--- src/rtl/spi_pkg.sv ---
// Shared SPI definitions: opcodes, frame size, register address map and sequencer FSM states.
package spi_pkg;

  localparam int BYTE_SIZE = 8;

  localparam logic [7:0] OP_READ      = 8'h00;
  localparam logic [7:0] OP_WRITE     = 8'h01;
  localparam logic [7:0] OP_CLK_DIV   = 8'h05;
  localparam logic [7:0] OP_WRITE_MEM = 8'h07;
  localparam logic [7:0] OP_DEBUG_CFG = 8'h09;

  localparam logic [7:0] ADDR_SPIKES_LO  = 8'h00;
  localparam logic [7:0] ADDR_SPIKES_HI  = 8'h02;
  localparam logic [7:0] ADDR_DECAY      = 8'h03;
  localparam logic [7:0] ADDR_REFRACTORY = 8'h04;
  localparam logic [7:0] ADDR_THRESHOLD  = 8'h05;
  localparam logic [7:0] ADDR_DIV        = 8'h06;
  localparam logic [7:0] ADDR_WEIGHTS_LO = 8'h07;
  localparam logic [7:0] ADDR_WEIGHTS_HI = 8'h3A;
  localparam logic [7:0] ADDR_DELAYS_LO  = 8'h3B;
  localparam logic [7:0] ADDR_DELAYS_HI  = 8'hA2;
  localparam logic [7:0] ADDR_DEBUG      = 8'hA3;

  typedef enum logic [1:0] {
    ST_IDLE  = 2'd0,
    ST_GAP   = 2'd1,
    ST_SHIFT = 2'd2,
    ST_DONE  = 2'd3
  } seq_state_e;

endpackage

--- src/rtl/spi_byte_txrx.sv ---
// One-byte serialiser: parallel-load MOSI shifter, MISO capture shifter and frame bit counter.
module spi_byte_txrx #(
  parameter int BYTE_SIZE = 8
) (
  input  logic                 clk,
  input  logic                 rst,
  input  logic                 i_load,
  input  logic [BYTE_SIZE-1:0] i_load_byte,
  input  logic                 i_shift,
  input  logic                 i_capture,
  input  logic                 i_miso,
  output logic                 o_mosi,
  output logic                 o_last_bit,
  output logic [BYTE_SIZE-1:0] o_rx_byte
);

  localparam int CNT_W = (BYTE_SIZE > 1) ? $clog2(BYTE_SIZE) : 1;

  logic [BYTE_SIZE-1:0] r_tx;
  logic [BYTE_SIZE-1:0] r_rx;
  logic [CNT_W-1:0]     r_bit_cnt;

  always_ff @(posedge clk) begin
    if (rst) begin
      r_tx      <= '0;
      r_rx      <= '0;
      r_bit_cnt <= '0;
    end else begin
      if (i_load) begin
        r_tx      <= i_load_byte;
        r_bit_cnt <= '0;
      end else if (i_shift) begin
        r_tx      <= {r_tx[BYTE_SIZE-2:0], 1'b0};
        r_bit_cnt <= r_bit_cnt + CNT_W'(1);
      end
      // Capture only during the data frame so rsp_data holds between commands
      if (i_shift && i_capture)
        r_rx <= {r_rx[BYTE_SIZE-2:0], i_miso};
    end
  end

  assign o_mosi     = r_tx[BYTE_SIZE-1];
  assign o_last_bit = (r_bit_cnt == CNT_W'(BYTE_SIZE - 1));
  assign o_rx_byte  = r_rx;

endmodule

--- src/rtl/spi_cmd_sequencer.sv ---
// SPI command sequencer: sends {addr_msb, addr_lsb, instr, data} as four SS-framed bytes
// and returns the byte captured on MISO during the data frame.
module spi_cmd_sequencer #(
  parameter int BYTE_GAP  = 3,
  parameter int BYTE_SIZE = spi_pkg::BYTE_SIZE
) (
  input  logic        SCLK,
  input  logic        RESET,
  input  logic        cmd_valid,
  output logic        cmd_ready,
  input  logic [15:0] cmd_addr,
  input  logic [7:0]  cmd_instr,
  input  logic [7:0]  cmd_data,
  output logic        MOSI,
  output logic        SS,
  input  logic        MISO,
  output logic        rsp_valid,
  output logic [7:0]  rsp_data,
  output logic        busy
);

  import spi_pkg::*;

  if (BYTE_SIZE != 8 || BYTE_GAP < 1 || BYTE_GAP > 15) begin : g_param_check
    $error("spi_cmd_sequencer: BYTE_SIZE must be 8 and BYTE_GAP must be 1..15");
  end

  seq_state_e  r_state;
  seq_state_e  w_next_state;
  logic [1:0]  r_byte_idx;
  logic [3:0]  r_gap_cnt;
  logic [31:0] r_buf;
  logic        r_mosi;
  logic        r_ss;

  logic        w_accept;
  logic        w_gap_last;
  logic        w_last_bit;
  logic        w_tx_bit;
  logic        w_load;
  logic        w_shift;
  logic        w_capture;
  logic        w_ss;
  logic        w_mosi;
  logic [7:0]  w_cur_byte;
  logic [7:0]  w_rx_byte;

  assign w_accept   = cmd_valid && cmd_ready;
  assign w_gap_last = (r_gap_cnt == 4'(BYTE_GAP - 1));
  assign w_capture  = (r_byte_idx == 2'd3);

  always_comb begin
    w_cur_byte = r_buf[31:24];
    case (r_byte_idx)
      2'd0:    w_cur_byte = r_buf[31:24];
      2'd1:    w_cur_byte = r_buf[23:16];
      2'd2:    w_cur_byte = r_buf[15:8];
      default: w_cur_byte = r_buf[7:0];
    endcase
  end

  always_ff @(posedge SCLK) begin
    if (RESET) r_state <= ST_IDLE;
    else       r_state <= w_next_state;
  end

  always_comb begin
    w_next_state = r_state;
    case (r_state)
      ST_IDLE:  if (w_accept)   w_next_state = ST_GAP;
      ST_GAP:   if (w_gap_last) w_next_state = ST_SHIFT;
      ST_SHIFT: if (w_last_bit) w_next_state = (r_byte_idx == 2'd3) ? ST_DONE : ST_GAP;
      ST_DONE:  w_next_state = ST_IDLE;
      default:  w_next_state = ST_IDLE;
    endcase
  end

  always_comb begin
    cmd_ready = 1'b0;
    busy      = 1'b1;
    rsp_valid = 1'b0;
    w_ss      = 1'b1;
    w_mosi    = 1'b0;
    w_load    = 1'b0;
    w_shift   = 1'b0;
    case (r_state)
      ST_IDLE: begin
        cmd_ready = !RESET;
        busy      = 1'b0;
      end
      ST_GAP:   w_load = w_gap_last;
      ST_SHIFT: begin
        w_ss    = 1'b0;
        w_mosi  = w_tx_bit;
        w_shift = 1'b1;
      end
      ST_DONE:  rsp_valid = !RESET;
      default:  busy = 1'b1;
    endcase
  end

  // Command bytes are latched once at acceptance; later input changes are ignored
  always_ff @(posedge SCLK) begin
    if (RESET) begin
      r_buf      <= '0;
      r_byte_idx <= '0;
      r_gap_cnt  <= '0;
    end else begin
      case (r_state)
        ST_IDLE: if (w_accept) begin
          r_buf      <= {cmd_addr, cmd_instr, cmd_data};
          r_byte_idx <= 2'd0;
          r_gap_cnt  <= 4'd0;
        end
        ST_GAP:   r_gap_cnt <= w_gap_last ? 4'd0 : r_gap_cnt + 4'd1;
        ST_SHIFT: if (w_last_bit && r_byte_idx != 2'd3) r_byte_idx <= r_byte_idx + 2'd1;
        default:  r_gap_cnt <= 4'd0;
      endcase
    end
  end

  // Half-cycle retime so the downstream rising-edge sampler sees settled levels
  always_ff @(negedge SCLK) begin
    if (RESET) begin
      r_ss   <= 1'b1;
      r_mosi <= 1'b0;
    end else begin
      r_ss   <= w_ss;
      r_mosi <= w_mosi;
    end
  end

  assign SS   = r_ss;
  assign MOSI = r_mosi;

  spi_byte_txrx #(
    .BYTE_SIZE (BYTE_SIZE)
  ) u_txrx (
    .clk         (SCLK),
    .rst         (RESET),
    .i_load      (w_load),
    .i_load_byte (w_cur_byte),
    .i_shift     (w_shift),
    .i_capture   (w_capture),
    .i_miso      (MISO),
    .o_mosi      (w_tx_bit),
    .o_last_bit  (w_last_bit),
    .o_rx_byte   (w_rx_byte)
  );

  assign rsp_data = w_rx_byte;

endmodule

--- config.mk ---
export PLATFORM = sky130hd
export DESIGN_NAME = spi_cmd_sequencer
export DESIGN_NICKNAME = d
export VERILOG_FILES = /design/src/rtl/spi_pkg.sv /design/src/rtl/spi_byte_txrx.sv /design/src/rtl/spi_cmd_sequencer.sv
export SDC_FILE = /design/constraint.sdc
export NUM_CORES = 1
export LEC_CHECK = 0
export CORE_UTILIZATION = 47
export CTS_BUF_LIST = sky130_fd_sc_hd__clkbuf_8 sky130_fd_sc_hd__clkbuf_16
export DETAILED_ROUTE_END_ITERATION = 10
export PLACE_DENSITY_LB_ADDON = 0.1
export SLEW_MARGIN = 20
export SYNTH_ARGS = -nofsm -noshare
export SYNTH_HDL_FRONTEND = slang
export SYNTH_SLANG_ARGS = --single-unit
export TNS_END_PERCENT = 100
--- constraint.sdc ---
create_clock -name SCLK -period 1.6 [get_ports SCLK]
set_clock_uncertainty 0.1 [all_clocks]
set_input_delay 0.32 -clock SCLK [delete_from_list [all_inputs] [get_ports SCLK]]
set_output_delay 0.32 -clock SCLK [all_outputs]
set_load 0.05 [all_outputs]
==> flow_summary.ini <==
[synthesis]
async_flop_share_pct = 0
yosys.area_share.simple_pct = 24.5
ys_ff_latch = 61
synthXorXnorAreaFrac_pct = 0.633
synthesis.nets = 371
yosysSeqAreaShare_pct = 44.1
yosys_warnings = 0
syn_area_per_cell_um2 = 8.46
syn-instance-count = 327
synth-compound-area-share_pct = 20.3
ys.flop_type = dfxtp_1
yosys-mux-area-fraction_pct = 0.723
synth_top_family_by_area = simple AND/OR/NAND/NOR gates
synth.distinct_cells = 46
synth_fa_ha_area_share_pct = 3.62
synth_edf_count = 0
syn_area_um2 = 2770

[critical_path]
end_kind = output pin
path_buf_inv = 1
critPathArrivalTime_ns = 1.66
setup.worst_path.class = register to output pin
cp_slowest_cell = dfxtp_4
required_ns = 1.18
startpoint_type = register
crit_family = flip-flops
critPathMaxFanout = 1
worstPathCellList = buf_12
cpPeakStageDelay_ns = 0.34

[placed_design]
finalWeightedCongestion = 0.849
detailed_place_hpwl_mm = 4.31
dp_cells = 450
numPortBuffers = 48

[timing]
rsz0062_at_grt = yes
final_hold_viol_count = 0
worst_slack_ns = -0.479
slew_headroom_pct = 78.7
worst_slew_pin_slew_ns = 0.320
finalSetupViolations = 42
slew_violations = 0
tns_ns = -3.01

[finish]
final_net_count = 460
layoutNonFillerInstCount = 493
fin_util_pct = 82.4
nFillCells = 327
drive_above_1_share_pct = 42.8
seqCellArea_um2 = 1240
area_delta_synth_final_pct = 66.0
multiInputGateArea_um2 = 1840
num_antenna_cells = 0

[global_routing]
grt_pass1_wl_mm = 10.8
antenna_found_initial = 0
grt_remaining_overflow = 0
grt_pass1_vias = 2326
grt_usage_pct = 23.3
grt_max_degree = 65

[route]
drc_errors = 0
ant_nets = 0
wl_mm = 9.04
firstDrtPassIters = 5
viasPerCell = 5.69
drtIter0Drc = 145
dr_total_vias = 2803
wire_per_inst_um = 18.3

[cts]
cts_buffer_depth = 2
cts_tree = yes
cts.clk_slew.worst_paths_ns = 0.07
htreeDepth = 3
cts_sinks = 61
cts_root_buf = clkbuf_8
clkLatencyLatePin_ns = 0.34
cts_inserted_buffers = 9

[floorplanning]
boundaryPins = 49
initial_utilization_pct = 49.7
die_h_um = 78.7
coreArea_um2 = 5570
fp-row-count = 27
dieArea_um2 = 6200
fp.dieW_um = 78.7

[job]
maxCapViolCount = 0

[power]
power.leakage_nw = 1.93
powerDensity_nw_per_um2 = 924
ir_drop_mv = 0.707

[outcome]
violations = negative setup slack
status = finished, violations left

[min_path]
min_path_type = register to register
-- final timing paths --
path | start | endpoint | slack, ns | cells past startpoint
hold reg to reg | r_buf[2] | r_buf[2] | 0.38 | 2
setup / recovery | SS | SS | -0.48 | 1
hold / removal | r_buf[2] | r_buf[2] | 0.38 | 2
setup reg to reg | r_state[1] | r_buf[22] | -0.09 | 9
-- cell usage after synthesis, types with 2 or more instances --
cell | instances | area [um2]
nor2b_1 | 2 | 12.5
and3b_1 | 2 | 17.5
clkbuf_1 | 7 | 26.3
o311a_1 | 4 | 40.0
dfxtp_1 | 61 | 1220
clkbuf_2 | 2 | 10.0
nand2b_1 | 34 | 213
buf_6 | 2 | 22.5
buf_2 | 12 | 60.1
a21oi_1 | 20 | 100
a211oi_1 | 5 | 37.5
a22o_1 | 4 | 35.0
nor2_1 | 23 | 86.3
inv_1 | 8 | 30.0
mux2i_1 | 2 | 20.0
a22oi_1 | 4 | 30.0
ha_1 | 8 | 100
o21ai_0 | 35 | 175
nand2_1 | 48 | 180
nand3_1 | 10 | 50.1
o21ai_1 | 3 | 15.0
nor3_1 | 7 | 35.0
-- cell type report --
type | count | area share (%)
Sequential cell | 61 | 27.0
Clock inverter | 8 | 2.37
Multi-Input combinational cell | 235 | 40.0
Timing Repair Buffer | 100 | 25.0
Inverter | 7 | 0.681
Clock buffer | 10 | 2.99
Tap cell | 72 | 1.96
-- metal layers --
metal | wire length, um | vias to the layer above | track usage, %
li1 | - | 1303 | -
met1 | 3570 | 1336 | 28.4
met2 | 4680 | 127 | 38.6
met3 | 391 | 37 | 3.56
met4 | 395 | 0 | 14.1
met5 | 0 | - | 0
-- state kept, by name, summed over array words and instances, names as in the netlist, 2 cells and up --
register          flops
r_state               2
u_txrx.o_rx_byte      8
r_gap_cnt             4
r_byte_idx            2
r_buf                32
u_txrx.r_bit_cnt      3
u_txrx.r_tx           8
-- timing repair --
action | 4_1_cts | 5_1_grt
gates resized for setup | 26 | 145
setup buffers | 8 | 10
hold buffers | 0 | 0
pin swaps | 5 | 63
cloned | 1 | 7
setup endpoints to repair | 18 | 51
-- per-stage QoR --
stage	cell area, um2	hold WS, ns	worst slack [ns]	total power [mW]
final	4600	0.381	-0.479	4.25
after global routing	4600	0.397	-0.516	4.40
after CTS	3950	0.377	-0.488	3.95
after detailed placement	3550	0.366	-0.155	2.25
after global placement	3550	0.362	-0.116	2.24
after floorplan	2820	0.328	-0.164	2.04
-- cell usage in the layout, fill, tap and decap left out, types with 11 or more instances in the layout --
cell / count
a21oi_1: 19
buf_12: 15
buf_4: 33
buf_6: 11
clkdlybuf4s50_1: 34
dfxtp_1: 53
nand2_1: 17
nand2_4: 23
nand2b_1: 31
nor2_1: 19
o21ai_1: 12
o21ai_2: 26
-- where the power goes --
group | leakage [nW] | switching (mW) | internal [mW]
logic | 1.29 | 0.419 | 0.427
registers | 0.502 | 0.0819 | 1.62
clock network | 0.140 | 0.625 | 1.07
total | 1.93 | 1.13 | 3.12
-- kinds of logic (layout without fill, tap and decap cells) --
family,count (synthesis),in the layout
muxes,2,2
xor gates and xnor gates,2,2
adders and majority gates,8,8
buffers and inverters,32,125
AOI/OAI and AO/OA,88,88
DFF,61,61
and+or+nand+nor,134,135
(Power assumes the default switching activity.)
==> patch, RTL diff (same flow settings) <==
Reset style: asynchronous (`RESET` and `rst`), changed in 4 clocked blocks.
--- a/src/rtl/spi_byte_txrx.sv
+++ b/src/rtl/spi_byte_txrx.sv
@@ -20,7 +20,7 @@
   logic [BYTE_SIZE-1:0] r_rx;
   logic [CNT_W-1:0]     r_bit_cnt;
 
-  always_ff @(posedge clk) begin
+  always_ff @(posedge clk or posedge rst) begin
     if (rst) begin
       r_tx      <= '0;
       r_rx      <= '0;
--- a/src/rtl/spi_cmd_sequencer.sv
+++ b/src/rtl/spi_cmd_sequencer.sv
@@ -59,7 +59,7 @@
     endcase
   end
 
-  always_ff @(posedge SCLK) begin
+  always_ff @(posedge SCLK or posedge RESET) begin
     if (RESET) r_state <= ST_IDLE;
     else       r_state <= w_next_state;
   end
@@ -100,7 +100,7 @@
   end
 
   // Command bytes are latched once at acceptance; later input changes are ignored
-  always_ff @(posedge SCLK) begin
+  always_ff @(posedge SCLK or posedge RESET) begin
     if (RESET) begin
       r_buf      <= '0;
       r_byte_idx <= '0;
@@ -120,7 +120,7 @@
   end
 
   // Half-cycle retime so the downstream rising-edge sampler sees settled levels
-  always_ff @(negedge SCLK) begin
+  always_ff @(negedge SCLK or posedge RESET) begin
     if (RESET) begin
       r_ss   <= 1'b1;
       r_mosi <= 1'b0;
Function: not checked (the comparison handles one clock edge and no latches or derived clocks); the edit may change what the design does.
==> patch against the unedited design <==
The run still ends with setup timing left. Worst setup slack worse by 0.18 ns. Final area down 3.1%. Sequential cell count unchanged. Routed wire length down 15%. Area after synthesis up 2.4%. Via count down 22%. Final cell count down 23%.
Power is not compared: it rests on default switching activity, and its combinational part moved more than twofold at a synthesized area within 25%.
==> patch: results (changes against the unedited design) <==
Final-report setup violation count: 58 (was 42)
Fillcell total: 344 (was 327)
Starting DRT DRC Count: 138 (was 145)
Area after DPL: 3810 µm² (was 3550 µm²)
CP max-delay cell: dfstp_2 (was dfxtp_4)
Synth unique cells: 40 (was 46)
Metal-1 WL: 3130 µm (was 3570 µm)
Post-synth ARST share: 100% (was 0%)
Routed WL: 7700 µm (was 9040 µm)
Post-Syn Nets: 258 (was 371)
Violations in the final reports: setup timing (unchanged)
Synth Area in Compound Gates: 13.7% (was 20.3%)
Post-detail-place hpwl: 4220 µm (was 4310 µm)
Via density per instance: 5.73 (was 5.69)
Reg2Reg Setup Slack: -0.28 ns (was -0.09 ns)
Aggregate global-route resource usage: 26.3% (was 23.3%)
Post-synthesis adder-cell area fraction: 3.53% (was 3.62%)
Top cells by area, synth: dfrtp_1 (52%), mux2_2 (15%), ha_1 (3.5%) (was dfxtp_1 (44%), nand2b_1 (7.7%), nand2_1 (6.5%))
Status: finished, violations left (unchanged)
Post_cts resized: 47 (was 26)
Worst Path Arrival: 1.84 ns (was 1.66 ns)
First-pass GRT wire length: 11900 µm (was 10800 µm)
Hold Path Class: in -> async (was reg -> reg)
GR met2 Demand/Resource: 43.8% (was 38.6%)
Largest stage delay, worst path: 0.53 ns (was 0.34 ns)
Setup TNS: -11.91 ns (was -3.01 ns)
Mux contribution to synthesized area: 17.3% (was 0.723%)
Vias in the first global route: 2332 (was 2326)
Worst setup margin: -0.656 ns (was -0.479 ns)
Post-CTS Setup Bufs: 13 (was 8)
patch: cell types whose count changed in the layout (fill, tap and decap cells not counted), sizes merged, moves of 8 or more:
cell    unedited run  this run
a21oi             21         7
dfrtp              0        59
nor2              23         2
mux2               0        41
o21ai             39         5
nand2             48         7
nand2b            35         3
nor3               8         0
dfxtp             61         0
patch: power breakdown:
group / total (µW) / switching, µW / internal (µW)
sequential: 2660 / 475 / 2190
clock: 1310 / 578 / 731
combinational: 3750 / 1630 / 2120
total: 7720 / 2680 / 5040
patch: final cells by class:
class                   instances  area share [%]
clock buffers                  10            3.09
inverters                       8           0.871
clock inverters                 4           0.955
well taps                      72            2.02
multi-input cells             130            33.7
repair buffers                 97            25.0
flip-flops and latches         61            34.3
patch: stage by stage:
step	hold WS (ns)	utilization (%)	setup WS (ns)
floorplan	0.336	-	-0.468
global placement	0.393	67.2	-0.508
detailed placement	0.395	67.2	-0.540
CTS	0.149	77.2	-0.661
global route	0.184	78.5	-0.674
finish	0.171	78.5	-0.656
